[src/rtl/mod12_cmd_arbiter.sv]
// Round-robin command arbiter and sequencer for a mod-MOD up/down counter:
// loads a start value, steps it len times, captures the result and checks it.
module mod12_cmd_arbiter #(
  parameter int unsigned MOD = 12
) (
  input  logic       clk,
  input  logic       rst,
  input  logic       req0_valid,
  input  logic       req1_valid,
  output logic       req0_ready,
  output logic       req1_ready,
  input  logic [3:0] req0_start,
  input  logic [3:0] req1_start,
  input  logic       req0_dir,
  input  logic       req1_dir,
  input  logic [3:0] req0_len,
  input  logic [3:0] req1_len,
  output logic       cnt_load,
  output logic       cnt_mode,
  output logic [3:0] cnt_datain,
  input  logic [3:0] cnt_dataout,
  output logic       rsp_valid,
  input  logic       rsp_ready,
  output logic       rsp_id,
  output logic [3:0] rsp_data,
  output logic       rsp_err
);

  localparam logic [4:0] MOD5 = 5'(MOD);

  typedef enum logic [2:0] {
    IDLE,
    LOAD,
    RUN,
    CAPTURE,
    RESP
  } state_t;

  state_t     r_state;
  state_t     w_next;
  logic       r_prio1;
  logic [3:0] r_start;
  logic [3:0] r_len;
  logic [3:0] r_run;
  logic       r_dir;
  logic       r_id;
  logic       r_mode;
  logic [3:0] r_rsp_data;
  logic       r_rsp_err;

  logic       w_gnt0;
  logic       w_gnt1;
  logic       w_hs;
  logic [3:0] w_start;
  logic [3:0] w_len;
  logic       w_dir;
  logic       w_legal;
  logic [4:0] w_up0, w_up1, w_up2;
  logic [4:0] w_dn0, w_dn1, w_dn2;
  logic [4:0] w_expect;

  assign w_hs    = w_gnt0 | w_gnt1;
  assign w_start = w_gnt1 ? req1_start : req0_start;
  assign w_len   = w_gnt1 ? req1_len   : req0_len;
  assign w_dir   = w_gnt1 ? req1_dir   : req0_dir;
  assign w_legal = ({1'b0, w_start} < MOD5);

  // Up to two wrap corrections cover len <= 15; a set bit 4 marks a negative down result.
  assign w_up0    = {1'b0, r_start} + {1'b0, r_len};
  assign w_up1    = (w_up0 >= MOD5) ? (w_up0 - MOD5) : w_up0;
  assign w_up2    = (w_up1 >= MOD5) ? (w_up1 - MOD5) : w_up1;
  assign w_dn0    = {1'b0, r_start} - {1'b0, r_len};
  assign w_dn1    = w_dn0[4] ? (w_dn0 + MOD5) : w_dn0;
  assign w_dn2    = w_dn1[4] ? (w_dn1 + MOD5) : w_dn1;
  assign w_expect = r_dir ? w_up2 : w_dn2;

  always_ff @(posedge clk) begin
    if (!rst) begin
      r_state <= IDLE;
    end else begin
      r_state <= w_next;
    end
  end

  always_comb begin
    w_next     = r_state;
    w_gnt0     = 1'b0;
    w_gnt1     = 1'b0;
    cnt_load   = 1'b0;
    cnt_datain = '0;
    rsp_valid  = 1'b0;
    case (r_state)
      IDLE: begin
        if (req0_valid && (!req1_valid || !r_prio1)) begin
          w_gnt0 = 1'b1;
        end else if (req1_valid) begin
          w_gnt1 = 1'b1;
        end
        if (w_gnt0 || w_gnt1) begin
          w_next = w_legal ? LOAD : RESP;
        end
      end
      LOAD: begin
        cnt_load   = 1'b1;
        cnt_datain = r_start;
        w_next     = (r_len == 4'd0) ? CAPTURE : RUN;
      end
      RUN: begin
        if (r_run == 4'd1) begin
          w_next = CAPTURE;
        end
      end
      CAPTURE: begin
        w_next = RESP;
      end
      RESP: begin
        rsp_valid = 1'b1;
        if (rsp_ready) begin
          w_next = IDLE;
        end
      end
      default: begin
        w_next = IDLE;
      end
    endcase
  end

  always_ff @(posedge clk) begin
    if (!rst) begin
      r_prio1    <= 1'b0;
      r_start    <= '0;
      r_len      <= '0;
      r_run      <= '0;
      r_dir      <= 1'b0;
      r_id       <= 1'b0;
      r_mode     <= 1'b0;
      r_rsp_data <= '0;
      r_rsp_err  <= 1'b0;
    end else begin
      if (w_hs) begin
        r_start <= w_start;
        r_len   <= w_len;
        r_run   <= w_len;
        r_dir   <= w_dir;
        r_id    <= w_gnt1;
        if (w_legal) begin
          r_mode <= w_dir;
        end else begin
          r_rsp_data <= '0;
          r_rsp_err  <= 1'b1;
        end
      end
      if (r_state == RUN) begin
        r_run <= r_run - 4'd1;
      end
      if (r_state == CAPTURE) begin
        r_rsp_data <= cnt_dataout;
        r_rsp_err  <= ({1'b0, cnt_dataout} != w_expect);
      end
      if ((r_state == RESP) && rsp_ready) begin
        r_prio1 <= ~r_id;
      end
    end
  end

  assign req0_ready = w_gnt0;
  assign req1_ready = w_gnt1;
  assign cnt_mode   = r_mode;
  assign rsp_id     = r_id;
  assign rsp_data   = r_rsp_data;
  assign rsp_err    = r_rsp_err;

endmodule

[config.mk]
export PLATFORM = sky130hd
export DESIGN_NAME = mod12_cmd_arbiter
export DESIGN_NICKNAME = d
export VERILOG_FILES = /design/src/rtl/mod12_cmd_arbiter.sv
export SDC_FILE = /design/constraint.sdc
export NUM_CORES = 1
export LEC_CHECK = 0
export BUFFER_PORTS_ARGS = -buffer_cell sky130_fd_sc_hd__buf_2
export CELL_PAD_IN_SITES_DETAIL_PLACEMENT = 0
export CELL_PAD_IN_SITES_GLOBAL_PLACEMENT = 2
export CORE_MARGIN = 2
export CORE_UTILIZATION = 34
export DETAILED_ROUTE_END_ITERATION = 8
export PLACE_DENSITY_LB_ADDON = 0.1
export SYNTH_ARGS = -nofsm -noshare
export SYNTH_HDL_FRONTEND = slang
export SYNTH_SLANG_ARGS = --single-unit
[constraint.sdc]
create_clock -name clk -period 11.12 [get_ports clk]
set_input_delay 0 -clock clk [delete_from_list [all_inputs] [get_ports clk]]
set_output_delay 0 -clock clk [all_outputs]
set_load 0.01 [all_outputs]
==> flow_summary_export.csv <==
group,metric,value,unit
status,status,"completed",
placement,dp_hpwl,3.54,mm
cts,clock_latency,0.27,ns
global_routing,antenna_found_initial,0,
cts,cts_tree,"yes",
detailed_routing,drc_errors,0,
synthesis,ys_types,53,
floorplan,rows,25,
sta,slew_violations,0,
setup_path,start_kind,"flip-flop",
pwr,clockPowerShare,0.109,
synthesis,postSynthCellCount,202,
cells_and_area,drive_gt1_frac,0.276,
synthesis,ys_warn_count,0,
detailed_routing,wl_per_cell,14.4,um
sta,worst_pin_slew,0.667,ns
cells_and_area,seqCellArea,480,sq um
cells_and_area,finalNetCount,287,
global_routing,grt_pass1_vias,1624,
synthesis,async_flop_share,0,
synthesis,syn_area,1730,sq um
detailed_routing,viasPerCell,5.15,
cts,cts_num_sinks,24,
pwr,peakVddDrop,106,uV
pwr,p_switching,0.322,mW
sta,fmax,253,MHz
floorplan,core_area,4820,sq um
floorplan,ios,42,
cells_and_area,layout_common_cells,"buf_2 (41), dfxtp_1 (24), nor2_1 (19)",
cts,h-tree-depth,1,
detailed_routing,vias,1595,
global_routing,gr-usage-met2,0.300,
synthesis,yosysTopAreaCell,"dfxtp_1",
synthesis,syn_area_per_cell,8.58,sq um
pwr,pwr-share-seq,0.209,
placement,routabilityCongestion,0.764,
sta,fin_setup_tns,0,ns
sta,finalHoldViolCount,0,
floorplan,initial_core_util,0.360,
cells_and_area,multi_input_area,1160,sq um
sta,setup_viol,0,
synthesis,synth_top_area_share,0.277,
detailed_routing,first_pass_iters,4,
synthesis,ys_seq_area_frac,0.277,
sta,period_share,0.356,
cts,clk_pin_slew,0.09,ns
cts,clk_path_buf_depth,2,
placement,numPortBuffers,41,
detailed_routing,totalWireLength,4.46,mm
setup_path,cp_max_fo,6,
setup_path,required,11.28,ns
cts,cts_made_buffers,3,
floorplan,die_y,75.4,um
global_routing,top_usage_layer,"met2",
run,cap_violations,0,
sta,max_slew_margin,0.555,
floorplan,die_area,5690,sq um
global_routing,grt_first_pass_wirelength,7.64,mm
synthesis,syn_nets,245,
pwr,leakagePower,0.927,nW
sta,rsz0062_at_grt,"false",
synthesis,synth-main-ff-cell,"dfxtp_1",
synthesis,ys_ff_latch,24,
pwr,switching_share,0.452,
global_routing,grt_max_degree,21,
cells_and_area,fill_cells,494,
global_routing,use_met3,0.0291,
pwr,combPwrFrac,0.682,
detailed_routing,ant_nets,0,
cells_and_area,final_common_cell,"buf_2",
sta,skew,0.00767,ns
cts,cts-root-buf,"clkbuf_8",
synthesis,synth_area_leaders,"dfxtp_1 (28%), ha_1 (10%), nor2_1 (4.1%), a21oi_1 (3.5%), xor2_1 (3.0%)",
floorplan,dieWidth,75.4,um
pwr,powerDensity,338,nW/um^2
global_routing,grt_overflow,0,
cells_and_area,area_growth,21.6,%
setup_path,arrival,4.12,ns
detailed_routing,drt_iter0_markers,64,
setup_path,crit_path_end_kind,"flip-flop",
cells_and_area,num_antenna_cells,0,
global_routing,grtUsageTotal,0.175,
pwr,total_power,0.713,mW
sta,period_minus_slack,3.96,ns
pwr,p_int,0.391,mW
synthesis,synth_edf_count,0,
hold_path,hold_path.class,"in -> reg",
setup_path,path_class,"reg -> reg",
global_routing,met1_usage,0.228,
==> power groups by stage <==
stage                     Sequential (mW)  Combinational, mW  Clock (mW)
after floorplan                     0.136              0.386           0
after global placement              0.152              0.457           0
after detailed placement            0.152              0.477           0
after CTS                           0.150              0.488      0.0809
after global routing                0.156              0.554      0.0858
final                               0.149              0.486      0.0777
==> flip-flops by register name, indices dropped and copies added, names as in the netlist <==
register / count
cnt_mode: 1
r_dir: 1
r_len: 4
r_prio1: 1
r_run: 4
r_start: 4
r_state: 3
rsp_data: 4
rsp_err: 1
rsp_id: 1
==> worst paths after layout <==
| kind | from | endpoint | slack (ns) | depth (start not counted) |
|---|---|---|---|---|
| worst max-delay path | r_len[2] | rsp_err | 7.16 | 16 |
| worst min-delay path | cnt_dataout[2] | rsp_data[2] | 0.008 | 3 |
| worst max register to register | r_len[2] | rsp_err | 7.16 | 16 |
| worst min register to register | r_prio1 | r_prio1 | 0.48 | 2 |
==> synth_stat cells (5+ instances only) <==
master	number
dfxtp_1	24
nor2_1	19
ha_1	14
a21oi_1	12
inv_1	11
nand2_1	11
clkbuf_1	8
o21ai_0	8
a22oi_1	6
xor2_1	6
a211oi_1	5
mux2i_1	5
nand3_1	5
xnor2_1	5
==> per-stage QoR <==
| stage | instance area (sq um) | util | hold WS (ns) | std cells | worst slack, ns |
|---|---|---|---|---|---|
| 3_3_place_gp | 1990 | 0.413 | 0.263 | 301 | 7.40 |
| 3_5_place_dp | 1990 | 0.413 | 0.267 | 301 | 7.22 |
| 6_report | 2110 | 0.438 | 0.00759 | 310 | 7.16 |
| 5_1_grt | 2110 | 0.438 | 0.0240 | 310 | 6.92 |
| 2_1_floorplan | 1730 | - | 0.138 | 202 | 7.55 |
| 4_1_cts | 2110 | 0.438 | 0.00816 | 310 | 7.19 |
==> final cells by class <==
| type | instances | area share |
|---|---|---|
| multi-input combinational | 155 | 0.551 |
| sequential | 24 | 0.228 |
| timing repair buffer | 47 | 0.125 |
| tap | 67 | 0.0397 |
| inverter | 13 | 0.0231 |
| clock buffer | 3 | 0.0196 |
| clock inverter | 1 | 0.0142 |
==> critical path, stage by stage, from the launching register on <==
cell	delay (ns)
dfxtp_1	0.39
inv_1	0.06
ha_1	0.43
nor2_2	0.08
a221oi_2	0.31
xor2_2	0.35
ha_1	0.26
nand3b_1	0.15
a31o_2	0.26
o21a_2	0.12
ha_1	0.20
and3b_1	0.19
a311o_2	0.35
mux2_4	0.31
a21oi_2	0.15
xnor2_1	0.13
a31oi_1	0.09
==> cells by family after synthesis <==
kind of cell             Yosys count  synth area share
AO/OA/AOI/OAI                     56             0.242
flip-flops                        24             0.277
AND/OR/NAND/NOR                   63             0.189
multiplexers                       8            0.0505
adder cells (fa/ha/maj)           16             0.124
XOR/XNOR                          12            0.0649
buffers and inverters             23            0.0527
==> what timing repair did <==
action	CTS	global route
gates resized for setup	0	0
hold endpoints to repair	3	0
setup buffers	0	0
hold buffers	5	0
==> metal layers <==
layer | wire length, um | vias to the layer above
met5 | 0 | -
met3 | 142 | 8
met2 | 2180 | 45
met1 | 2090 | 737
li1 | - | 805
met4 | 51 | 0
(Power assumes the default switching activity.)
